===== config.mk =====
export PLATFORM = sky130hd
export DESIGN_NAME = bp_mc_link_arbiter_flat
export DESIGN_NICKNAME = d
export VERILOG_FILES = /design/src/rtl/bp_mc_link_arbiter_pkg.sv /design/src/rtl/bp_mc_link_arbiter_if.sv /design/src/rtl/bp_mc_link_id_fifo.sv /design/src/rtl/bp_mc_link_arbiter.sv /design/src/flat_wrapper.sv
export SDC_FILE = /design/constraint.sdc
export NUM_CORES = 1
export LEC_CHECK = 0
export BUFFER_PORTS_ARGS = -buffer_cell sky130_fd_sc_hd__buf_2
export CAP_MARGIN = 40
export CORE_AREA = 2 2 308 310
export CTS_CLUSTER_SIZE = 25
export DETAILED_ROUTE_END_ITERATION = 7
export DIE_AREA = 0 0 310 312
export SYNTH_ARGS = -nofsm -noshare
export SYNTH_HDL_FRONTEND = slang
export SYNTH_HIERARCHICAL = 1
export SYNTH_SLANG_ARGS = --single-unit

===== constraint.sdc =====
create_clock -name clk_i -period 5 [get_ports clk_i]
set_input_delay 1 -clock clk_i [delete_from_list [all_inputs] [get_ports clk_i]]
set_output_delay 1 -clock clk_i [all_outputs]
set_load 0.02 [all_outputs]

===== src/rtl/bp_mc_link_arbiter_pkg.sv =====
// Shared types for the two-requester BedRock-to-manycore link arbiter.
package bp_mc_link_arbiter_pkg;

  localparam int num_req_lp = 2;

  // Requester ID carried through the in-order tracking FIFO.
  typedef logic req_id_t;

  // Grant state: open arbitration, or held on a command stalled by the bridge.
  typedef enum logic {
    e_arb_open,
    e_arb_locked
  } arb_state_e;

endpackage


===== src/rtl/bp_mc_link_arbiter_if.sv =====
// Requester-side and bridge-side handshakes of the link arbiter.
// Signal names are written from the arbiter's point of view.
interface bp_mc_link_arbiter_if #(
  parameter int msg_width_p = 128
);
  import bp_mc_link_arbiter_pkg::*;

  logic [num_req_lp-1:0][msg_width_p-1:0] cmd_i;
  logic [num_req_lp-1:0]                  cmd_v_i;
  logic [num_req_lp-1:0]                  cmd_ready_o;
  logic [num_req_lp-1:0][msg_width_p-1:0] resp_o;
  logic [num_req_lp-1:0]                  resp_v_o;
  logic [num_req_lp-1:0]                  resp_yumi_i;

  logic [msg_width_p-1:0]                 bridge_cmd_o;
  logic                                   bridge_cmd_v_o;
  logic                                   bridge_cmd_ready_i;
  logic [msg_width_p-1:0]                 bridge_resp_i;
  logic                                   bridge_resp_v_i;
  logic                                   bridge_resp_yumi_o;

  // Arbiter side.
  modport slave (
    input  cmd_i, cmd_v_i, resp_yumi_i, bridge_cmd_ready_i, bridge_resp_i, bridge_resp_v_i,
    output cmd_ready_o, resp_o, resp_v_o, bridge_cmd_o, bridge_cmd_v_o, bridge_resp_yumi_o
  );

  // Environment side: requesters plus bridge.
  modport master (
    output cmd_i, cmd_v_i, resp_yumi_i, bridge_cmd_ready_i, bridge_resp_i, bridge_resp_v_i,
    input  cmd_ready_o, resp_o, resp_v_o, bridge_cmd_o, bridge_cmd_v_o, bridge_resp_yumi_o
  );

endinterface


===== src/rtl/bp_mc_link_id_fifo.sv =====
// In-order requester-ID FIFO. Occupancy is a registered counter; full is
// qualified by a same-cycle pop so a full FIFO can accept a push while popping.
module bp_mc_link_id_fifo
  import bp_mc_link_arbiter_pkg::*;
#(
  parameter  int depth_p      = 8,
  localparam int ptr_width_lp = $clog2(depth_p),
  localparam int cnt_width_lp = $clog2(depth_p + 1)
) (
  input  logic                    clk_i,
  input  logic                    reset_i,
  input  logic                    push_i,
  input  req_id_t                 id_i,
  input  logic                    pop_i,
  output req_id_t                 head_o,
  output logic                    full_o,
  output logic                    empty_o,
  output logic [cnt_width_lp-1:0] count_o
);

  logic [depth_p-1:0]      mem_q;
  logic [ptr_width_lp-1:0] wptr_q, rptr_q;
  logic [cnt_width_lp-1:0] count_q;

  assign empty_o = (count_q == '0);
  assign full_o  = (count_q == cnt_width_lp'(depth_p)) & ~pop_i;
  assign head_o  = mem_q[rptr_q];
  assign count_o = count_q;

  // Pointers wrap naturally (depth is a power of two); push+pop leaves occupancy alone.
  always_ff @(posedge clk_i) begin
    if (reset_i) begin
      mem_q   <= '0;
      wptr_q  <= '0;
      rptr_q  <= '0;
      count_q <= '0;
    end else begin
      if (push_i) begin
        mem_q[wptr_q] <= id_i;
        wptr_q        <= wptr_q + 1'b1;
      end
      if (pop_i) rptr_q <= rptr_q + 1'b1;
      if (push_i & ~pop_i)      count_q <= count_q + 1'b1;
      else if (pop_i & ~push_i) count_q <= count_q - 1'b1;
    end
  end

endmodule


===== src/rtl/bp_mc_link_arbiter.sv =====
// Shares one bridge io_cmd/io_resp port between two BedRock requesters.
// Commands are round-robin granted with zero-cycle latency; the ID of every
// accepted command is queued so in-order bridge responses return to their source.
module bp_mc_link_arbiter
  import bp_mc_link_arbiter_pkg::*;
#(
  parameter  int msg_width_p       = 128,
  parameter  int max_outstanding_p = 8,
  parameter  bit protocol_check_p  = 1'b1,
  localparam int cnt_width_lp      = $clog2(max_outstanding_p + 1)
) (
  input  logic                    clk_i,
  input  logic                    reset_i,
  bp_mc_link_arbiter_if.slave     io,
  output logic [cnt_width_lp-1:0] outstanding_o
);

  arb_state_e              state_q, state_n;
  req_id_t                 rr_q, lock_id_q, winner, head;
  logic                    cmd_hs, pop, fifo_full, fifo_empty;
  logic [cnt_width_lp-1:0] count;

  // Winner: the locked requester while stalled, otherwise first valid from rr_q.
  always_comb begin
    winner = rr_q;
    if (state_q == e_arb_locked)                    winner = lock_id_q;
    else if (!io.cmd_v_i[rr_q] && io.cmd_v_i[~rr_q]) winner = ~rr_q;
  end

  // Command path: straight through to the bridge, blocked while the ID FIFO is full.
  always_comb begin
    io.cmd_ready_o    = '0;
    io.bridge_cmd_v_o = 1'b0;
    io.bridge_cmd_o   = '0;
    if (!reset_i) begin
      io.cmd_ready_o[winner] = io.bridge_cmd_ready_i & ~fifo_full;
      io.bridge_cmd_v_o      = io.cmd_v_i[winner] & ~fifo_full;
      io.bridge_cmd_o        = io.cmd_i[winner];
    end
  end

  assign cmd_hs = io.bridge_cmd_v_o & io.bridge_cmd_ready_i;

  // Response path: FIFO head picks the destination; nothing is offered when empty.
  always_comb begin
    io.resp_o             = '0;
    io.resp_v_o           = '0;
    io.bridge_resp_yumi_o = 1'b0;
    if (!reset_i) begin
      io.resp_o             = {num_req_lp{io.bridge_resp_i}};
      io.resp_v_o[head]     = io.bridge_resp_v_i & ~fifo_empty;
      io.bridge_resp_yumi_o = io.resp_yumi_i[head] & io.bridge_resp_v_i & ~fifo_empty;
    end
  end

  assign pop = io.bridge_resp_yumi_o;

  // Lock next-state: a presented but unaccepted command pins the grant.
  always_comb begin
    state_n = e_arb_open;
    if (io.bridge_cmd_v_o && !io.bridge_cmd_ready_i) state_n = e_arb_locked;
  end

  // Grant state, locked ID and round-robin pointer.
  always_ff @(posedge clk_i) begin
    if (reset_i) begin
      state_q   <= e_arb_open;
      lock_id_q <= 1'b0;
      rr_q      <= 1'b0;
    end else begin
      state_q <= state_n;
      if (state_n == e_arb_locked) lock_id_q <= winner;
      if (cmd_hs)                  rr_q      <= ~winner;
    end
  end

  bp_mc_link_id_fifo #(
    .depth_p (max_outstanding_p)
  ) id_fifo (
    .clk_i   (clk_i),
    .reset_i (reset_i),
    .push_i  (cmd_hs),
    .id_i    (winner),
    .pop_i   (pop),
    .head_o  (head),
    .full_o  (fifo_full),
    .empty_o (fifo_empty),
    .count_o (count)
  );

  assign outstanding_o = reset_i ? '0 : count;

  if (protocol_check_p) begin : g_check
    // Flag responses with nothing in flight and consumes from a non-destination requester.
    always_ff @(posedge clk_i) begin
      if (!reset_i) begin
        assert (!(io.bridge_resp_v_i && fifo_empty))
          else $error("bridge response with no command in flight");
        assert (fifo_empty ? (io.resp_yumi_i == '0) : (io.resp_yumi_i[~head] == 1'b0))
          else $error("resp_yumi_i from a requester that is not the response destination");
      end
    end
  end

endmodule


===== src/flat_wrapper.sv =====
// flat-port wrapper written by rule: the top's interface ports become plain ports
module bp_mc_link_arbiter_flat import bp_mc_link_arbiter_pkg::*;
#(
  parameter  int msg_width_p       = 128,
  parameter  int max_outstanding_p = 8,
  parameter  bit protocol_check_p  = 1'b1,
  localparam int cnt_width_lp      = $clog2(max_outstanding_p + 1)
)
  (clk_i, reset_i, outstanding_o, io_cmd_i, io_cmd_v_i, io_resp_yumi_i, io_bridge_cmd_ready_i, io_bridge_resp_i, io_bridge_resp_v_i, io_cmd_ready_o, io_resp_o, io_resp_v_o, io_bridge_cmd_o, io_bridge_cmd_v_o, io_bridge_resp_yumi_o);
  bp_mc_link_arbiter_if #(.msg_width_p(msg_width_p)) io_i ();
  input  logic clk_i;
  input  logic reset_i;
  output logic [cnt_width_lp-1:0] outstanding_o;
  input wire logic [$bits(io_i.cmd_i)-1:0] io_cmd_i;
  input wire logic [$bits(io_i.cmd_v_i)-1:0] io_cmd_v_i;
  input wire logic [$bits(io_i.resp_yumi_i)-1:0] io_resp_yumi_i;
  input wire logic [$bits(io_i.bridge_cmd_ready_i)-1:0] io_bridge_cmd_ready_i;
  input wire logic [$bits(io_i.bridge_resp_i)-1:0] io_bridge_resp_i;
  input wire logic [$bits(io_i.bridge_resp_v_i)-1:0] io_bridge_resp_v_i;
  output wire logic [$bits(io_i.cmd_ready_o)-1:0] io_cmd_ready_o;
  output wire logic [$bits(io_i.resp_o)-1:0] io_resp_o;
  output wire logic [$bits(io_i.resp_v_o)-1:0] io_resp_v_o;
  output wire logic [$bits(io_i.bridge_cmd_o)-1:0] io_bridge_cmd_o;
  output wire logic [$bits(io_i.bridge_cmd_v_o)-1:0] io_bridge_cmd_v_o;
  output wire logic [$bits(io_i.bridge_resp_yumi_o)-1:0] io_bridge_resp_yumi_o;
  assign io_i.cmd_i = io_cmd_i;
  assign io_i.cmd_v_i = io_cmd_v_i;
  assign io_i.resp_yumi_i = io_resp_yumi_i;
  assign io_i.bridge_cmd_ready_i = io_bridge_cmd_ready_i;
  assign io_i.bridge_resp_i = io_bridge_resp_i;
  assign io_i.bridge_resp_v_i = io_bridge_resp_v_i;
  assign io_cmd_ready_o = io_i.cmd_ready_o;
  assign io_resp_o = io_i.resp_o;
  assign io_resp_v_o = io_i.resp_v_o;
  assign io_bridge_cmd_o = io_i.bridge_cmd_o;
  assign io_bridge_cmd_v_o = io_i.bridge_cmd_v_o;
  assign io_bridge_resp_yumi_o = io_i.bridge_resp_yumi_o;
  bp_mc_link_arbiter #(.msg_width_p(msg_width_p), .max_outstanding_p(max_outstanding_p), .protocol_check_p(protocol_check_p)) u_core (.clk_i(clk_i), .reset_i(reset_i), .io(io_i), .outstanding_o(outstanding_o));
endmodule

==> results.yml <==
outcome:
  status: "finished, final reports clean"
floorplan:
  die_area_um2: 96700
  core_um2: 93000
  fp-row-count: 112
  fp.dieW_um: 310
  initial_utilization_pct: 5.90
  pin_count: 786
  die_h_um: 312
grt:
  overflow: 0
  grt_pass1_vias: 7392
  grt.total_usage_pct: 13.3
  antenna_found_initial: 66
  grt_pass1_wl_um: 81400
  grt_max_degree: 115
clock_tree:
  numCtsBuffers: 3
  htreeDepth: 1
  cts_tree: "yes"
  cts.sinks: 21
  clk_path_buf_depth: 2
  cts.clk_slew.worst_paths_ns: 0.06
  cts_setup_buffers: 0
  clock_latency_ns: 0.25
  ctsResizeCount: 0
  clockRootBuffer: "clkbuf_16"
  cts_hold_buf: 0
power_and_ir_drop:
  power.leakage_nw: 5.92
  p_total_w: 0.00158
  power.density_nw_per_um2: 158
  ir_worst_vdd_mv: 0.115
sta:
  slew_violations: 0
  period_share_pct: 87.2
  rsz0062_at_grt: "false"
  worstMarginPinSlew_ns: 0.794
  fin_setup_tns_ns: 0
  period_needed_ns: 4.36
  setup_violations: 0
  final_hold_viol_count: 0
  slew_headroom_pct: 47.1
  worst_clock_skew_ns: 0.00181
  fmax_mhz: 229
  whs_ns: 0.492
detailed_routing:
  drt_iter0_drc: 281
  via_per_inst: 3.02
  wirelength_um: 68900
  wl_per_cell_um: 25.4
  firstDrtPassIters: 4
  vias: 8189
  drc: 0
  ant_nets: 0
hold_path:
  hold_path.class: "flop to flop"
finish:
  drive_gt1_share_pct: 56.5
  area_growth_pct: 82.6
  fin_cells: 2713
  nets: 1850
  fill_cells: 11054
logic_synthesis:
  syn-cell-area_um2: 5490
  synth_top_area_share_pct: 25.5
  syn-num-nets: 1228
  postSynthAreaPerCell_um2: 6.61
  syn_inst: 830
  synth_most_common_cell: "nand2_1"
  ys.flop_type: "dfxtp_1"
  synthArstFlopShare_pct: 0
  yosys.area.top_type: "mux2i_1"
  ys_top_cells_by_area: "mux2i_1 26%, buf_4 18%, nand2_1 18%"
  synthTopCellsByCount: "261 x nand2_1, 140 x mux2i_1, 134 x nor2b_1, 131 x buf_4, 47 x clkbuf_1"
  synth-seq-cells: 21
  ys_warn_count: 6
  synth_edf_count: 0
  synth_cell_type_count: 39
  yosysSeqAreaShare_pct: 7.66
worst_setup_path:
  r2r_end: "u_core/id_fifo/count_o[3]$_SDFFE_PP0P_"
  crit_path_end_kind: "flop"
  rrSetupSlack_ns: 0.64
  worstSetupStartpointType: "flop"
  critPathLaunch: "u_core/id_fifo/rptr_q[0]$_SDFFE_PP0P_"
  worstPathRequired_ns: 5.14
  r2r_start: "u_core/id_fifo/rptr_q[0]$_SDFFE_PP0P_"
  endpoint: "u_core/id_fifo/count_o[3]$_SDFFE_PP0P_"
  worstRegToRegCells: 16
  criticalPathCategory: "flop to flop"
  crit_fanout: 5
  arrival_ns: 4.50
job:
  drv_cap: 0
placed_design:
  port_buffers: 785
  routabilityCongestion: 0.868
  dp.final_hpwl_um: 64400
  dpl.cell_count: 2701
report_power, final:
part           internal, W  switching [W]  total, W
Sequential        0.000179      0.0000198  0.000198
Clock             0.000107      0.0000641  0.000172
Combinational     0.000432       0.000783   0.00121
through the flow:
stage | cell area (um2) | util (%) | setup WS, ns
after global routing | 10000 | 10.8 | 0.363
final | 10000 | 10.8 | 0.641
after global placement | 9900 | 10.6 | 0.884
after floorplan | 5490 | - | 0.332
after detailed placement | 9920 | 10.7 | 0.719
after CTS | 10000 | 10.8 | 0.725
worst max-delay path: stages, from the launching register on:
cell,delay (ns)
dfxtp_1,0.43
mux4_1,0.57
mux2_2,0.29
nor4b_1,0.34
a22o_1,0.33
inv_1,0.08
and3_1,0.18
nor2_1,0.14
nand2_1,0.13
nor3_1,0.29
ha_1,0.22
inv_1,0.09
ha_1,0.33
a21oi_1,0.19
a211oi_1,0.10
a31oi_1,0.18
mux2_2,0.35
per-layer routing:
| metal | up-vias | track usage [%] | share of wire, % |
|---|---|---|---|
| met4 | 42 | 3.45 | 3.7 |
| met3 | 130 | 6.37 | 13 |
| met5 | - | 0 | 0.40 |
| met2 | 593 | 22.4 | 45 |
| li1 | 3771 | - | - |
| met1 | 3653 | 14.8 | 38 |
registers in the layout (all words and copies together) (netlist names):
signal,flops
u_core/id_fifo/mem_q,8
u_core/id_fifo/wptr_q,3
u_core/state_q,1
u_core/lock_id_q,1
u_core/id_fifo/rptr_q,3
u_core/id_fifo/count_o,4
u_core/rr_q,1
cell type report:
class	count	area, um2	share of cell area [%]
timing repair buffer	810	4160	41.5
multi-input combinational	610	3740	37.4
tap	1254	1570	15.7
sequential	21	420	4.19
clock buffer	3	75.1	0.749
inverter	6	30.0	0.300
antenna	8	20.0	0.200
clock inverter	1	5.00	0.0499
layout by cell type, fill, tap and decap left out, types with 2 or more instances in the layout:
cell type  count
a21oi_1        7
buf_12         3
buf_2        784
buf_4         22
clkbuf_16      3
dfxtp_1       21
diode_2        8
ha_1           5
inv_1          4
mux2_2         2
mux2i_1      140
mux4_1         2
nand2_1      261
nand2b_1       2
nand3_1        2
nand4b_1       2
nor2_1        27
nor2b_1      134
nor3_1         3
nor3b_1        2
xnor2_1        3
xor2_1         3
logic make-up after synthesis:
group | synth area share [%]
flops | 7.66
simple gates | 37.0
fa+ha+maj | 1.50
compound gates | 1.80
buf+inv | 24.1
xor+xnor | 0.958
mux | 26.9
worst min path at each step:
stage | start | to | slack (ns) | cells past startpoint
after floorplan | u_core/id_fifo/mem_q[1]$_SDFFE_PP0P_ | u_core/id_fifo/mem_q[1]$_SDFFE_PP0P_ | 0.45 | 2
after global placement | u_core/id_fifo/mem_q[1]$_SDFFE_PP0P_ | u_core/id_fifo/mem_q[1]$_SDFFE_PP0P_ | 0.47 | 2
after detailed placement | u_core/id_fifo/mem_q[0]$_SDFFE_PP0P_ | u_core/id_fifo/mem_q[0]$_SDFFE_PP0P_ | 0.49 | 2
after CTS | u_core/id_fifo/mem_q[0]$_SDFFE_PP0P_ | u_core/id_fifo/mem_q[0]$_SDFFE_PP0P_ | 0.50 | 2
after global routing | u_core/id_fifo/mem_q[6]$_SDFFE_PP0P_ | u_core/id_fifo/mem_q[6]$_SDFFE_PP0P_ | 0.54 | 2
final | u_core/id_fifo/mem_q[0]$_SDFFE_PP0P_ | u_core/id_fifo/mem_q[0]$_SDFFE_PP0P_ | 0.49 | 2
No activity file was read; power rests on OpenSTA's default activity.
